$ cat src/rtl/pcie_resp_pkg.sv
// Shared types and helpers for the BAR0 CQ/CC register responder.
package pcie_resp_pkg;

  typedef enum logic [3:0] {
    REQ_MEM_RD  = 4'b0000,
    REQ_MEM_WR  = 4'b0001,
    REQ_IO_RD   = 4'b0010,
    REQ_IO_WR   = 4'b0011,
    REQ_CFG_RD0 = 4'b1000,
    REQ_MSG     = 4'b1100
  } req_type_e;

  typedef enum logic [2:0] {
    CPL_SC = 3'b000,
    CPL_UR = 3'b001
  } cpl_status_e;

  typedef enum logic [2:0] {
    S_IDLE, S_DESC1, S_WDATA, S_DRAIN, S_CC0, S_CC1
  } state_e;

  typedef struct packed {
    logic [63:2] addr;
    logic [3:0]  first_be;
    logic [10:0] dword_cnt;
    logic [3:0]  req_type;
    logic [15:0] req_id;
    logic [7:0]  tag;
    logic [2:0]  tc;
    logic [2:0]  attr;
  } cq_desc_t;

  typedef struct packed {
    logic [6:0]  lower_addr;
    logic [12:0] byte_count;
    logic [10:0] dword_count;
    logic [2:0]  status;
    logic [15:0] req_id;
    logic [7:0]  tag;
    logic [2:0]  tc;
    logic [2:0]  attr;
  } cc_desc_t;

  function automatic logic [12:0] byte_count(input logic [3:0] be);
    casez (be)
      4'b1??1:                   byte_count = 13'd4;
      4'b01?1, 4'b1?10:          byte_count = 13'd3;
      4'b0011, 4'b0110, 4'b1100: byte_count = 13'd2;
      default:                   byte_count = 13'd1;
    endcase
  endfunction

  function automatic logic [1:0] lo_addr(input logic [3:0] be);
    casez (be)
      4'b???1: lo_addr = 2'd0;
      4'b??10: lo_addr = 2'd1;
      4'b?100: lo_addr = 2'd2;
      4'b1000: lo_addr = 2'd3;
      default: lo_addr = 2'd0;
    endcase
  endfunction

  // Non-posted types: everything except MemWr and the message group (11xx).
  function automatic logic needs_cpl(input logic [3:0] t);
    needs_cpl = (t != REQ_MEM_WR) && (t[3:2] != 2'b11);
  endfunction

endpackage

$ cat src/rtl/pcie_resp_regfile.sv
// NREGS x 32 register file: byte-enable write, combinational read, one-cycle write strobe.
module pcie_resp_regfile
  import pcie_resp_pkg::*;
#(
  parameter int NREGS = 16,
  parameter int AW    = 4
) (
  input  logic                  clk,
  input  logic                  rst_n,
  input  logic                  i_we,
  input  logic [AW-1:0]         i_idx,
  input  logic [3:0]            i_be,
  input  logic [31:0]           i_wdata,
  output logic [NREGS*32-1:0]   o_q,
  output logic [NREGS-1:0]      o_strb,
  output logic [31:0]           o_rdata
);

  logic [NREGS-1:0][31:0] r_regs;
  logic [NREGS-1:0]       r_strb;

  always_ff @(posedge clk or negedge rst_n) begin
    if (!rst_n) begin
      r_regs <= '0;
      r_strb <= '0;
    end else begin
      r_strb <= '0;
      if (i_we) begin
        for (int b = 0; b < 4; b++)
          if (i_be[b]) r_regs[i_idx][8*b +: 8] <= i_wdata[8*b +: 8];
        r_strb[i_idx] <= 1'b1;
      end
    end
  end

  assign o_q     = r_regs;
  assign o_strb  = r_strb;
  assign o_rdata = r_regs[i_idx];

endmodule

$ cat src/rtl/pcie_cq_cc_responder.sv
// BAR0 completer: CQ MemWr/MemRd to a local register file, MemRd answered on CC.
// Define PCIE_CC_UR_EN to return UR completions for unsupported non-posted requests.
module pcie_cq_cc_responder
  import pcie_resp_pkg::*;
#(
  parameter int C_DATA_WIDTH = 64,
  parameter int NREGS        = 16
) (
  input  logic                      user_clk,
  input  logic                      sys_rst_n,
  input  logic [C_DATA_WIDTH-1:0]   m_axis_cq_tdata,
  input  logic [84:0]               m_axis_cq_tuser,
  input  logic                      m_axis_cq_tlast,
  input  logic [C_DATA_WIDTH/32-1:0] m_axis_cq_tkeep,
  input  logic                      m_axis_cq_tvalid,
  output logic                      m_axis_cq_tready,
  output logic [C_DATA_WIDTH-1:0]   s_axis_cc_tdata,
  output logic [32:0]               s_axis_cc_tuser,
  output logic                      s_axis_cc_tlast,
  output logic [C_DATA_WIDTH/32-1:0] s_axis_cc_tkeep,
  output logic                      s_axis_cc_tvalid,
  input  logic                      s_axis_cc_tready,
  output logic [NREGS*32-1:0]       reg_q,
  output logic [NREGS-1:0]          reg_wr_strb
);

  localparam int AW = $clog2(NREGS);

  state_e   r_state, w_next;
  cq_desc_t r_desc;
  cc_desc_t w_cc;
  logic     r_cq_tready, r_ur, w_ur, w_we;
  logic     w_xfer, w_sop, w_disc;
  logic [31:0] w_rdata, w_dw0, w_dw1, w_dw2;

  assign w_xfer = m_axis_cq_tvalid & r_cq_tready;
  assign w_sop  = m_axis_cq_tuser[40];
  assign w_disc = m_axis_cq_tuser[41];
  assign m_axis_cq_tready = r_cq_tready;

  always_comb begin
    w_next = r_state;
    w_ur   = 1'b0;
    w_we   = 1'b0;
    case (r_state)
      S_IDLE:  if (w_xfer && w_sop && !m_axis_cq_tlast && !w_disc) w_next = S_DESC1;
      S_DESC1: if (w_xfer) begin
        if (w_disc)
          w_next = m_axis_cq_tlast ? S_IDLE : S_DRAIN;
        else if (m_axis_cq_tdata[14:11] == REQ_MEM_WR && m_axis_cq_tdata[10:0] == 11'd1)
          w_next = m_axis_cq_tlast ? S_IDLE : S_WDATA;
        else if (m_axis_cq_tdata[14:11] == REQ_MEM_RD) begin
          w_next = S_CC0;
          w_ur   = (m_axis_cq_tdata[10:0] != 11'd1);
        end
`ifdef PCIE_CC_UR_EN
        else if (needs_cpl(m_axis_cq_tdata[14:11])) begin
          w_next = S_CC0;
          w_ur   = 1'b1;
        end
`endif
        else
          w_next = m_axis_cq_tlast ? S_IDLE : S_DRAIN;
      end
      S_WDATA: if (w_xfer) begin
        w_we   = !w_disc;
        w_next = m_axis_cq_tlast ? S_IDLE : S_DRAIN;
      end
      S_DRAIN: if (w_xfer && m_axis_cq_tlast) w_next = S_IDLE;
      S_CC0:   if (s_axis_cc_tready) w_next = S_CC1;
      S_CC1:   if (s_axis_cc_tready) w_next = S_IDLE;
      default: w_next = S_IDLE;
    endcase
  end

  always_ff @(posedge user_clk or negedge sys_rst_n) begin
    if (!sys_rst_n) begin
      r_state     <= S_IDLE;
      r_desc      <= '0;
      r_ur        <= 1'b0;
      r_cq_tready <= 1'b0;
    end else begin
      r_state     <= w_next;
      r_cq_tready <= (w_next != S_CC0) && (w_next != S_CC1);
      if (r_state == S_IDLE && w_xfer && w_sop) begin
        r_desc.addr     <= m_axis_cq_tdata[63:2];
        r_desc.first_be <= m_axis_cq_tuser[3:0];
      end
      if (r_state == S_DESC1 && w_xfer) begin
        r_desc.dword_cnt <= m_axis_cq_tdata[10:0];
        r_desc.req_type  <= m_axis_cq_tdata[14:11];
        r_desc.req_id    <= m_axis_cq_tdata[31:16];
        r_desc.tag       <= m_axis_cq_tdata[39:32];
        r_desc.tc        <= m_axis_cq_tdata[59:57];
        r_desc.attr      <= m_axis_cq_tdata[62:60];
        r_ur             <= w_ur;
      end
    end
  end

  pcie_resp_regfile #(.NREGS(NREGS), .AW(AW)) u_regs (
    .clk     (user_clk),
    .rst_n   (sys_rst_n),
    .i_we    (w_we),
    .i_idx   (r_desc.addr[AW+1:2]),
    .i_be    (r_desc.first_be),
    .i_wdata (m_axis_cq_tdata[31:0]),
    .o_q     (reg_q),
    .o_strb  (reg_wr_strb),
    .o_rdata (w_rdata)
  );

  always_comb begin
    w_cc.lower_addr  = {r_desc.addr[6:2], lo_addr(r_desc.first_be)};
    w_cc.byte_count  = r_ur ? 13'd4 : byte_count(r_desc.first_be);
    w_cc.dword_count = r_ur ? 11'd0 : 11'd1;
    w_cc.status      = r_ur ? CPL_UR : CPL_SC;
    w_cc.req_id      = r_desc.req_id;
    w_cc.tag         = r_desc.tag;
    w_cc.tc          = r_desc.tc;
    w_cc.attr        = r_desc.attr;
  end

  assign w_dw0 = {3'b0, w_cc.byte_count, 9'b0, w_cc.lower_addr};
  assign w_dw1 = {w_cc.req_id, 2'b0, w_cc.status, w_cc.dword_count};
  assign w_dw2 = {1'b0, w_cc.attr, w_cc.tc, 9'b0, 8'b0, w_cc.tag};

  // CC beats are driven straight from held state, so they stay stable under backpressure.
  always_comb begin
    s_axis_cc_tdata  = '0;
    s_axis_cc_tkeep  = '0;
    s_axis_cc_tlast  = 1'b0;
    s_axis_cc_tvalid = 1'b0;
    case (r_state)
      S_CC0: begin
        s_axis_cc_tdata  = {w_dw1, w_dw0};
        s_axis_cc_tkeep  = 2'b11;
        s_axis_cc_tvalid = 1'b1;
      end
      S_CC1: begin
        s_axis_cc_tdata  = {(r_ur ? 32'h0 : w_rdata), w_dw2};
        s_axis_cc_tkeep  = r_ur ? 2'b01 : 2'b11;
        s_axis_cc_tlast  = 1'b1;
        s_axis_cc_tvalid = 1'b1;
      end
      default: ;
    endcase
  end

  assign s_axis_cc_tuser = '0;

endmodule

$ cat config.mk
export PLATFORM = sky130hd
export DESIGN_NAME = pcie_cq_cc_responder
export DESIGN_NICKNAME = d
export VERILOG_FILES = /design/src/rtl/pcie_resp_pkg.sv /design/src/rtl/pcie_resp_regfile.sv /design/src/rtl/pcie_cq_cc_responder.sv
export SDC_FILE = /design/constraint.sdc
export NUM_CORES = 1
export LEC_CHECK = 0
export ABC_CLOCK_PERIOD_IN_PS = 2400
export BUFFER_PORTS_ARGS = -buffer_cell sky130_fd_sc_hd__clkbuf_2
export CORE_AREA = 2 2 307 309
export CTS_BUF_LIST = sky130_fd_sc_hd__clkbuf_8 sky130_fd_sc_hd__clkbuf_16
export DETAILED_ROUTE_END_ITERATION = 8
export DIE_AREA = 0 0 309 311
export SLEW_MARGIN = 20
export SYNTH_ARGS = -nofsm -noshare
export SYNTH_HDL_FRONTEND = slang
export SYNTH_HIERARCHICAL = 1
export SYNTH_SLANG_ARGS = --single-unit
$ cat constraint.sdc
create_clock -name user_clk -period 2.4 [get_ports user_clk]
set_input_delay 0.48 -clock user_clk [delete_from_list [all_inputs] [get_ports user_clk]]
set_output_delay 0.48 -clock user_clk [all_outputs]
set_load 0.01 [all_outputs]
Yosys cells after proc, flatten, opt, wreduce, memory -nomap -nowiden
Cells that the tools add are included.
Storage, ports and cells
  output and inout port bits: 630
  word-level logic and storage cells: 119
  flip-flop bits (word level): 572
  bits of input ports: 156
Cells by class
  magnitude comparators: 2
  equality and inequality tests: 19
  bitwise operators: 1
  muxes and demuxes: 54
  reductions and logical operators: 17
Operators by type and width (count)
  512-bit two-way mux: 7
  512-bit bitwise mux: 4
  32-bit demux with 4-bit select: 4
  32-bit binary-select mux with 4-bit select: 1
  64-bit one-hot mux with 2 select lines: 1
  32-bit two-way mux: 3
  16-bit two-way mux: 2
  3-bit two-way mux: 9
  24-bit two-way mux: 1
  3-bit one-hot mux with 6 select lines: 1
  13-bit two-way mux: 1
  3-bit equality test (second input constant): 4
  1-bit two-way mux: 12
  11-bit by 1-bit equality test with 1-bit output (second input constant): 1
  11-bit by 1-bit != test with 1-bit output (second input constant): 1
  1-bit logical AND: 10
  3-bit by 2-bit equality test with 1-bit output (second input constant): 3
  3-bit one-hot mux with 3 select lines: 1
  4-bit equality test (second input constant): 2
  8-bit two-way mux: 1
  2-bit two-way mux: 3
  3-bit != test (second input constant): 2
  2-bit one-hot mux with 3 select lines: 1
  4-bit by 5-bit < comparator with 1-bit output (second input constant): 1
  14 further kinds: 17

Depth between registers and ports, before layout
Gate-level depths: netlist of run 1.
  depth in word-level cells: 15
  gate-level depth with buffers: 9
  depth with buffers taken out: 6

Hierarchy
Netlist of run 1, hierarchy kept.
By module, submodules not included
  pcie_resp_regfile: area an instance 24317.1 µm², cells an instance 1471, sequential area each 13212.7 µm², times used 1
  pcie_cq_cc_responder: area an instance 2715.1 µm², cells an instance 254, sequential area each 1101.1 µm², times used 1

Worst setup path before layout of run 1
OpenSTA, ideal clock, no wires.
  path kind: reg2reg
  start: register r_state[0]
  end: register u_regs.r_regs (netlist bit u_regs/o_q[504])
  data required time: 2.275 ns
  buffers on the path: 5
  library setup time: 0.125 ns
  arrival: 2.471 ns
  clock period less this slack: 2.596 ns
  path slack: -0.196 ns
  stages on the path, launching flop included: 10
  path through: dfrtp_1 clkbuf_2 buf_2 buf_2 nor4_1 buf_6 buf_8 nand4_4 nor2_8 mux2_4
Between the ends
  word-level cells in the longest chain between the ends: 2
Ends and longest elaborated chain
  from (decl): line pcie_cq_cc_responder.sv:29  | state_e r_state, w_next;
  from (signal assigned): line pcie_cq_cc_responder.sv:83  | r_state <= w_next;
  3-bit by 2-bit equality test with 1-bit output: line pcie_cq_cc_responder.sv:45  | case (r_state)
  1-bit two-way mux: line pcie_cq_cc_responder.sv:45
  net w_we: line pcie_cq_cc_responder.sv:32  | logic r_cq_tready, r_ur, w_ur, w_we;
  to (signal, indexed assignment): line pcie_resp_regfile.sv:30  | if (i_be[b]) r_regs[i_idx][8*b +: 8] <= i_wdata[8*b +: 8];
  to (decl): line pcie_resp_regfile.sv:19  | logic [NREGS-1:0][31:0] r_regs;
The timed path passes the listed nets, and every way through them passes these cells.
A chain may end at the register's enable or synchronous reset.

Worst setup path after layout of run 1
  start: register r_desc[49] (netlist name)
  end: output s_axis_cc_tdata[56]
Between the ends
  word-level cells in the longest chain between the ends: 4
Ends and longest elaborated chain
  from (decl): line pcie_cq_cc_responder.sv:30  | cq_desc_t r_desc;
  32-bit binary-select mux with 4-bit select: line pcie_resp_regfile.sv:38  | assign o_rdata = r_regs[i_idx];
  32-bit two-way mux (not written as such): line pcie_resp_regfile.sv:38
  net w_rdata[24]: line pcie_cq_cc_responder.sv:34  | logic [31:0] w_rdata, w_dw0, w_dw1, w_dw2;
  32-bit two-way mux: line pcie_cq_cc_responder.sv:141  | s_axis_cc_tdata = {(r_ur ? 32'h0 : w_rdata), w_dw2};
  64-bit one-hot mux with 2 select lines: line pcie_cq_cc_responder.sv:134  | case (r_state)
  to (decl): line pcie_cq_cc_responder.sv:17  | output logic [C_DATA_WIDTH-1:0] s_axis_cc_tdata,
The timed path passes the listed nets, and every way through them passes these cells. The select of a mux whose other input is x is not followed.

==> results.txt, run 1 <==
Count of final setup violators: 35. STA classifies the critical path endpoint as a primary output. Dividing total power by cell area gives a power density of 1050 mW/mm^2. After legalization and detailed placement, the total HPWL measured 75.8 mm. The category of the critical setup timing path was reg -> out.

The first detailed-routing pass ran for 5 iterations. The detailed router's first-iteration violation count was 1214. By area the synthesized netlist is led by sky130_fd_sc_hd__dfrtp_1, sky130_fd_sc_hd__mux2_1, sky130_fd_sc_hd__mux4_2. The relative area change from synthesis to final layout was 38.5%; the maximum vdd ir drop was 0.729 mV.

Cell type with the highest aggregate area in the netlist: sky130_fd_sc_hd__dfrtp_1. The final reports fail on setup timing. The final cycle utilization of the critical path is 137%, and the number of max-slew violations in the final report is 0. Worst hold path class: in -> reg. Averaged over all synthesized cells, the footprint is 15.7 um^2. The overall die height came out at 311 um.

The root buffer cell chosen for the clock tree is sky130_fd_sc_hd__clkbuf_16. Summed over all failing endpoints, the final setup total negative slack is -24480 ps. STA puts the critical path data arrival time at 2810 ps. The CTS H-tree depth is 3. In this design, the stage delay of the slowest critical-path cell is 530 ps.

The final route contains 19.5k vias. In the synthesized netlist the dominant register cell turns out to be sky130_fd_sc_hd__dfrtp_1. Hold timing on the final database bottoms out at a slack of 68.2 ps.

In this design, the largest share of critical-path delay is due to buffers and inverters. The kind of launch point of the worst setup path was a register. The minimum clock period was 3290 ps.

The tools report the die area as 0.0961 mm^2. Buffers inserted during clock tree synthesis total 68. The maximum fanout along the worst path was 8. The post-route antenna net violation count is 0, and the clock-pin transition on the worst setup and hold timing paths is 60 ps. The switching component of the power was 13900 uW; the aggregate routed wire length was 104 mm.

Across the run, the number of max-cap violations was 0. The logs give 3 for the maximum buffer depth of the clock tree and 25400 uW for the cell-internal power. For the starting density of the core, the log shows 29.1%.

After floorplanning, the core was divided into 112 placement rows. The later pin in the worst-skew pair is clocked with a latency of 630 ps. The signal on the critical path passes through buf_12 -> buf_16 -> buf_4 -> buf_6 -> mux4_2 -> a22oi_2 -> nand2_1 -> a22o_1 -> buf_2.

The number of different library cells in the post-synthesis netlist came out at 56. Setup clock skew after layout: 29.7 ps. The count of flip-flops with a built-in enable after synthesis works out to 0.

The switching power as a share of total power works out to 35.4%. In this run the tightest slew margin relative to its limit is 63.2%. The flow ran to the end, but the final reports show violations.

At the end of routability-driven placement, the weighted congestion stood at 0.876. The buffer and inverter count on the worst path works out to 5. Counting every sink on the clock net gives 572. The first global-routing pass estimated 150 mm of wire.

In this run the horizontal extent of the chip is 309 um. The tools report the relative contribution of the clock network to total power as 28.0%. After detailed routing, the average wire length per cell comes to 26.8 um.

Entering global routing, the biggest net connects 101 pins. The logs give 21.4% for the total routing resource utilization after global routing and 53.0% for the post-synthesis sequential area ratio. Summed over all cells, the static leakage comes to 0.0196 uW. TritonCTS built the clock tree. Before CTS, the worst setup slack after placement is -277 ps. The sequential fraction of design power was 34.9%; the number of fill cells in the layout was 8635. The tools report the part of the power in combinational logic as 37.1%.

The slowest stage of the critical path belongs to the cell sky130_fd_sc_hd__dfrtp_4. The placeable core area came out at 0.0928 mm^2. By count the netlist is led by sky130_fd_sc_hd__dfrtp_1, sky130_fd_sc_hd__mux2_1, sky130_fd_sc_hd__mux4_2. The final worst slack was -887 ps. The logs give 0.304 GHz for the maximum achievable frequency and 0 for the count of final hold-check violations.

The I/O pin count came out at 786. Setup repair after global routing could not meet its margin everywhere. The required time at the worst-slack endpoint is 1920 ps.

The most common cell in the synthesized netlist is sky130_fd_sc_hd__dfrtp_1. The post-synthesis async set-or-reset flop share was 100%; the remaining global-route overflow was 0. The initial antenna violation count was 4; the detail-routed via count per cell was 5.03. The flop and latch count out of synthesis was 572; the post-synthesis instance total was 1725. The count of buffers from port buffering is 638, and the fraction of layout instances using a drive strength above 1 is 53.1%. The share of synthesized area in the top cell type comes to 53.0%. The slew of the pin with the lowest slew margin was 552 ps. For the via count of the first global-routing pass, the log shows 20.8k. The count of warnings emitted by yosys is 6.

In this run the cell area of the synthesized design comes to 0.0270 mm^2. In the routed design, unresolved DRC markers number 0. For this run, the post-layout net count is 2733.
==> power groups by stage <==
| stage | registers (uW) | logic, uW | clock network (uW) |
|---|---|---|---|
| floorplan | 14000 | 6210 | 0 |
| global placement | 13700 | 12800 | 0 |
| detailed placement | 13800 | 12900 | 0 |
| CTS | 13700 | 14600 | 11200 |
| global route | 14000 | 15400 | 11600 |
| finish | 13700 | 14600 | 11000 |
==> sequential cells by signal, indices dropped and copies added, names as in the netlist <==
signal            flops
u_regs/o_q          512
r_desc               39
u_regs/o_strb        16
r_state               3
m_axis_cq_tready      1
r_ur                  1
==> final timing paths <==
check                                            to  slack [ps]  depth (start not counted)                 from
worst max-delay path            s_axis_cc_tdata[56]        -890                          9           r_desc[49]
worst min register to register            r_desc[4]         500                          1            r_desc[4]
worst min-delay path                      r_desc[9]          70                          2  m_axis_cq_tdata[35]
min in group asynchronous                 r_desc[6]         330                          2            sys_rst_n
worst max register to register      u_regs/o_q[285]          30                          8           r_desc[49]
max in group asynchronous           u_regs/o_q[175]        1080                          4            sys_rst_n
==> worst reg2reg max path, stage by stage (launching register included) <==
cell and delay [ps]:
sky130_fd_sc_hd__dfrtp_4 530, sky130_fd_sc_hd__buf_12 150, sky130_fd_sc_hd__buf_12 120, sky130_fd_sc_hd__buf_16 140, sky130_fd_sc_hd__buf_8 150, sky130_fd_sc_hd__or2_4 290, sky130_fd_sc_hd__buf_12 160, sky130_fd_sc_hd__nor2_8 290
sky130_fd_sc_hd__mux2_1 380
==> what timing repair did <==
action | 4_1_cts | 5_1_grt
endpoints found under the hold margin | 33 | 0
cloned | 5 | 0
setup endpoints to repair | 57 | 283
resized for setup | 147 | 54
hold buffers | 1 | 0
setup buffers | 24 | 26
pin swaps | 60 | 43
==> layout by cell type (no fill, tap or decap), types with 8 or more instances in the layout <==
master and count:
sky130_fd_sc_hd__a22o_1 17, sky130_fd_sc_hd__a22oi_1 15, sky130_fd_sc_hd__a22oi_2 49, sky130_fd_sc_hd__and2_1 8, sky130_fd_sc_hd__buf_12 104, sky130_fd_sc_hd__buf_2 10
sky130_fd_sc_hd__buf_4 118, sky130_fd_sc_hd__buf_6 24, sky130_fd_sc_hd__bufinv_16 8, sky130_fd_sc_hd__clkbuf_16 71, sky130_fd_sc_hd__clkbuf_2 626, sky130_fd_sc_hd__clkbuf_8 15
sky130_fd_sc_hd__clkinv_2 9, sky130_fd_sc_hd__conb_1 48, sky130_fd_sc_hd__dfrtp_1 563, sky130_fd_sc_hd__inv_1 9, sky130_fd_sc_hd__mux2_1 470, sky130_fd_sc_hd__mux2_2 37
sky130_fd_sc_hd__mux2_4 45, sky130_fd_sc_hd__mux4_2 128, sky130_fd_sc_hd__nand2_1 40, sky130_fd_sc_hd__nand2_2 12, sky130_fd_sc_hd__nand4b_4 8, sky130_fd_sc_hd__nor2_1 24
sky130_fd_sc_hd__nor2_4 36, sky130_fd_sc_hd__nor2_8 16
==> layer usage <==
metal	vias to the layer above	GRT usage (%)	wire length, um
met5	-	0	23
met4	4	8.54	3620
met1	10300	27.0	42400
met3	195	4.99	7450
met2	946	35.3	50800
li1	8087	-	-
==> cells by family after synthesis <==
| family | after synthesis | share of synthesized area (%) |
|---|---|---|
| and+or+nand+nor | 207 | 6.60 |
| buffers and inverters | 161 | 3.60 |
| AOI/OAI and AO/OA | 98 | 2.74 |
| xor gates and xnor gates | 1 | 0.0324 |
| DFF | 572 | 53.0 |
| other | 1 | 0.0139 |
| muxes | 685 | 34.1 |
==> through the flow <==
stage               area [um^2]  instances  util, %  total power [uW]
global placement          33700       3710     36.3             26500
floorplan                 27200       1772        -             20200
finish                    37400       3884     40.4             39300
CTS                       37100       3862     40.0             39500
global route              37400       3884     40.4             41000
detailed placement        33700       3710     36.3             26800
==> layout make-up <==
type / instances / area (um^2) / area share [%]
tap: 1254 / 1570 / 4.19
sequential: 572 / 14300 / 38.3
antenna: 1 / 2.50 / 0.00668
inverter: 2 / 7.51 / 0.0201
clock buffer: 85 / 1970 / 5.26
multi-input combinational: 1039 / 12500 / 33.3
timing repair buffer: 894 / 6650 / 17.8
clock inverter: 37 / 432 / 1.15
Power figures use the tool's default switching activity.
==> inputs of run 2 (changes only) <==
Settings changed: ABC_AREA set to 1, CORE_AREA 2 2 307 309 to 2 2 308 310, DIE_AREA 0 0 309 311 to 0 0 310 312, GPL_TIMING_DRIVEN set to 0.
==> run 2 against run 1 <==
  * The run still ends with setup timing left
  * Total power decreased by 9.6%
  * Global-route usage increased by 6.6 points
  * Final cell count increased by 51%
  * First-iteration DRC count increased by 120%
  * Via count increased by 45%
  * Sequential power decreased by 15%
  * Synthesized area increased by 2.3%
  * Critical path type unchanged
  * Largest power group unchanged
  * Highest routed layer is now met4
==> results.txt, run 2 <==
The run finished, with violations left. The final reports fail on setup timing. The biggest cell delay along the critical path was 970 ps (+440 ps). The relative area change from synthesis to final layout is 38.5% (about the same).

The post-route antenna net violation count is 0 (unchanged), and the maximum achievable frequency is 0.306 GHz (+0.52%). Worst hold margin: 82.8 ps (+14.5 ps). For the clock insertion delay at the later pin of the skew report, the log shows 630 ps (about the same).

The via count of the first global-routing pass is 26.9k (+30%), and the first-pass GRT wire length is 195 mm (+30%). The logs give 28.3k (+45%) for the overall via count from detail_route and 86 (-15%) for the pin count of the biggest net entering global routing. The depth of the critical timing path with buffers and inverters included came out at 5 (-4).

By area the synthesized netlist is led by sky130_fd_sc_hd__dfrtp_1, sky130_fd_sc_hd__nand2_1, sky130_fd_sc_hd__o21ai_0. The logs give 0.0206 uW (+5.5%) for the leakage power summed over all cells and 15.5% (-48 points) for the headroom to the max-slew limit. The I/O pin count was 786 (unchanged). The tools report the maximum vdd ir drop as 0.569 mV (-22%). The number of clock sinks is 572 (unchanged). The per-instance average area after synthesis is 7.38 um^2 (-53%). The minimum clock period is 3270 ps (-16.9 ps).

The final core utilization is 41.2% (+0.80 points). The tools report the cell chosen for the clock root as sky130_fd_sc_hd__clkbuf_16. The detailed-routing wirelength on met1 was 57.1 mm (+35%).

Signal routing reaches up to met4. The tools report the number of different library cells in the post-synthesis netlist as 33 (-41%). For the required time at the worst-slack endpoint, the log shows 1920 ps (about the same). The cell count of the worst hold path is 3 (+1). The most common cell in the synthesized netlist is sky130_fd_sc_hd__nand2_1. The HPWL after detailed placement was 109 mm (+44%); the number of flip-flops in the largest register was 512 (unchanged).

The count of buffers from port buffering was 638 (unchanged). The CTS H-tree depth was 3 (unchanged); the detail-routed via count per cell was 4.82 (-4.1%). The tools report the instance area at placement as 0.0328 mm^2 (-2.6%). Walking the worst path, the cells encountered are clkinv_1 -> clkbuf_1 -> nand2_1 -> nor2_2 -> buf_2.

The final worst slack came out at -870 ps (+16.9 ps). The run gives 140 mm (+34%) as the aggregate routed wire length. Post-synthesis async set-or-reset flop share: 100% (unchanged). Cell type with the highest aggregate area in the netlist: sky130_fd_sc_hd__dfrtp_1. The maximum buffer depth of the clock tree was 3 (unchanged); the summed instance area of the synthesized netlist was 0.0276 mm^2 (+2.3%). The post-synthesis sequential area ratio is 51.8% (-1.2 points). The minimum setup slack after placement came out at -1620 ps (-1350 ps). The flop and latch count out of synthesis is 572 (unchanged). The worst setup path is captured at a primary output. Clock-pin transition on the worst setup and hold timing paths: 60 ps (about the same).

The placeable core area is 0.0930 mm^2 (+0.30%). TritonCTS built the clock tree. The post-layout instance area came out at 0.0383 mm^2 (+2.3%).

The global placer's final weighted congestion is 0.968 (+11%), and the met3 routed wirelength is 12.7 mm (+70%). The tools report the arrival time reported for the critical path endpoint as 2790 ps (-20 ps). Worst hold path class: in -> reg. The count of final setup violators is 41 (+17%), and the final cycle utilization of the critical path is 136% (-0.71 points). The slew of the pin with the lowest slew margin came out at 1270 ps (+715 ps). The slowest stage of the critical path belongs to the cell sky130_fd_sc_hd__clkbuf_1.

Logic depth of the worst register-to-register path: 8 (unchanged). The top cell types in the final layout, fill and taps aside, are sky130_fd_sc_hd__nand2_1, sky130_fd_sc_hd__clkbuf_2, sky130_fd_sc_hd__dfrtp_1. The category of the critical setup timing path is reg -> out. The tools report the count of warnings emitted by yosys as 6 (unchanged). For the starting density of the core, the log shows 29.7% (+0.57 points).

Ranked by instance count, the synthesized netlist is headed by sky130_fd_sc_hd__nand2_1, sky130_fd_sc_hd__dfrtp_1, sky130_fd_sc_hd__o21ai_0. The run gives 14.0 ps (-15.7 ps) as the setup clock skew after layout. On the critical path the largest part of the delay comes from buffers and inverters. The post-synthesis instance total was 3745 (+120%); the max capacitance violation total was 0 (unchanged). The mean routed wirelength per cell was 23.8 um (-11%); the net total in the final layout was 4714 (+72%). The run gives 28.0% (+6.6 points) as the total routing resource utilization after global routing. The overall die height works out to 312 um (+0.32%). The logs give 7 (+2) for the number of optimization iterations in the first detailed-route pass and 0.0967 mm^2 (+0.65%) for the die area.

The area share of the largest cell type after synthesis is 51.8% (-1.2 points). The library cell used most frequently in the layout, excluding fill and tap cells, is sky130_fd_sc_hd__nand2_1. Detailed router's first-iteration violation count: 2690 (+120%). The tools report the remaining global-route overflow as 0 (unchanged).

The die outline width works out to 310 um (+0.32%). The kind of launch point of the worst setup path was a register. The run gives 63.0 mm (+24%) as the wire length on met2. The areal power density over the cells is 929 mW/mm^2 (-12%), and the count of unresolved DRC violations after routing is 0 (unchanged). The count of flip-flops with a built-in enable after synthesis came out at 0 (unchanged). The prevailing post-synth register cell was sky130_fd_sc_hd__dfrtp_1.

Fraction of layout instances using a drive strength above 1: 30.2% (-23 points). Setup repair after global routing could not meet its margin everywhere. The number of placement rows is 112 (unchanged).

The maximum fanout along the worst path is 10 (+2). The number of max-slew violations in the final report was 0 (unchanged). The buffer and inverter count on the worst path came out at 3 (-2).

The number of buffers added by the clock tree synthesis step came out at 70 (+2.9%). The count of final hold-check violations is 0 (unchanged), and the initial antenna violation count is 2 (-2).
-- run 2: changes by cell type in the layout (fill, tap and decap cells not counted), sizes merged, moves of 20 or more --
cell    delta
nand3     +20
nand2   +2009
clkbuf    +58
o21ai    +543
inv      +151
a22oi     -64
mux2     -552
mux4     -128
-- run 2: per-layer routing --
metal  up-vias  track usage, %
met5         -               0
met4         0            12.9
met3       258            6.88
met2      1272            44.0
met1     13500            36.4
li1      13200               -
-- run 2: path summary, 6_finish.rpt --
check / from / end / slack [ps]
worst max-delay path: r_ur / s_axis_cc_tdata[41] / -870
worst min register to register: r_desc[26] / r_desc[26] / 490
worst max register to register: r_desc[49] / u_regs/o_q[231] / 30
max in group asynchronous: sys_rst_n / u_regs/o_q[452] / 370
worst min-delay path: m_axis_cq_tdata[18] / r_desc[16] / 80
min in group asynchronous: sys_rst_n / u_regs/o_q[155] / 450
-- run 2: layout make-up --
class                   instances  area [um^2]
clock buffers                  87         2000
clock inverters                40          489
well taps                    1254         1570
diodes                          3         7.51
plain buffers                 255         2320
repair buffers                704         4350
fillers                      9617        54800
multi-input cells            2795        12600
flip-flops and latches        572        14300
inverters                     160          673
-- run 2: report_power, final --
part           switching, uW  internal [uW]
Combinational           8170           4150
Clock                   4550           7000
Sequential              1050          10600
-- run 2: worst reg2reg max path: stages, from the launching register on --
cell and delay (ps):
sky130_fd_sc_hd__dfrtp_2 500, sky130_fd_sc_hd__buf_12 240, sky130_fd_sc_hd__buf_4 170, sky130_fd_sc_hd__nand2_4 210
sky130_fd_sc_hd__nor2_2 390, sky130_fd_sc_hd__nand2_1 290, sky130_fd_sc_hd__buf_2 280, sky130_fd_sc_hd__nand2_1 70
sky130_fd_sc_hd__o21ai_0 70
-- run 2: logic make-up after synthesis --
logic type      count (synthesis)  share of synthesized area [%]
fa+ha+maj                       1                         0.0362
buf+inv                       425                           7.12
compound gates                567                           10.4
flops                         572                           51.8
other cells                     1                         0.0136
simple gates                 2179                           30.6
-- run 2: repair_timing --
| item | 4_1_cts | 5_1_grt |
|---|---|---|
| endpoints found under the setup margin | 559 | 411 |
| endpoints found under the hold margin | 57 | 0 |
| hold buffers | 2 | 0 |
| resized for setup | 437 | 359 |
| pin swaps | 54 | 94 |
| setup buffers | 20 | 22 |
| cloned | 7 | 8 |
-- run 2: through the flow --
stage	setup TNS, ps	cells	power, uW
2_1_floorplan	0	3792	16100
3_3_place_gp	-7853270	5684	21100
3_5_place_dp	-354430	5691	21200
4_1_cts	-27490	5845	35000
5_1_grt	-30560	5869	37000
6_report	-26430	5870	35600
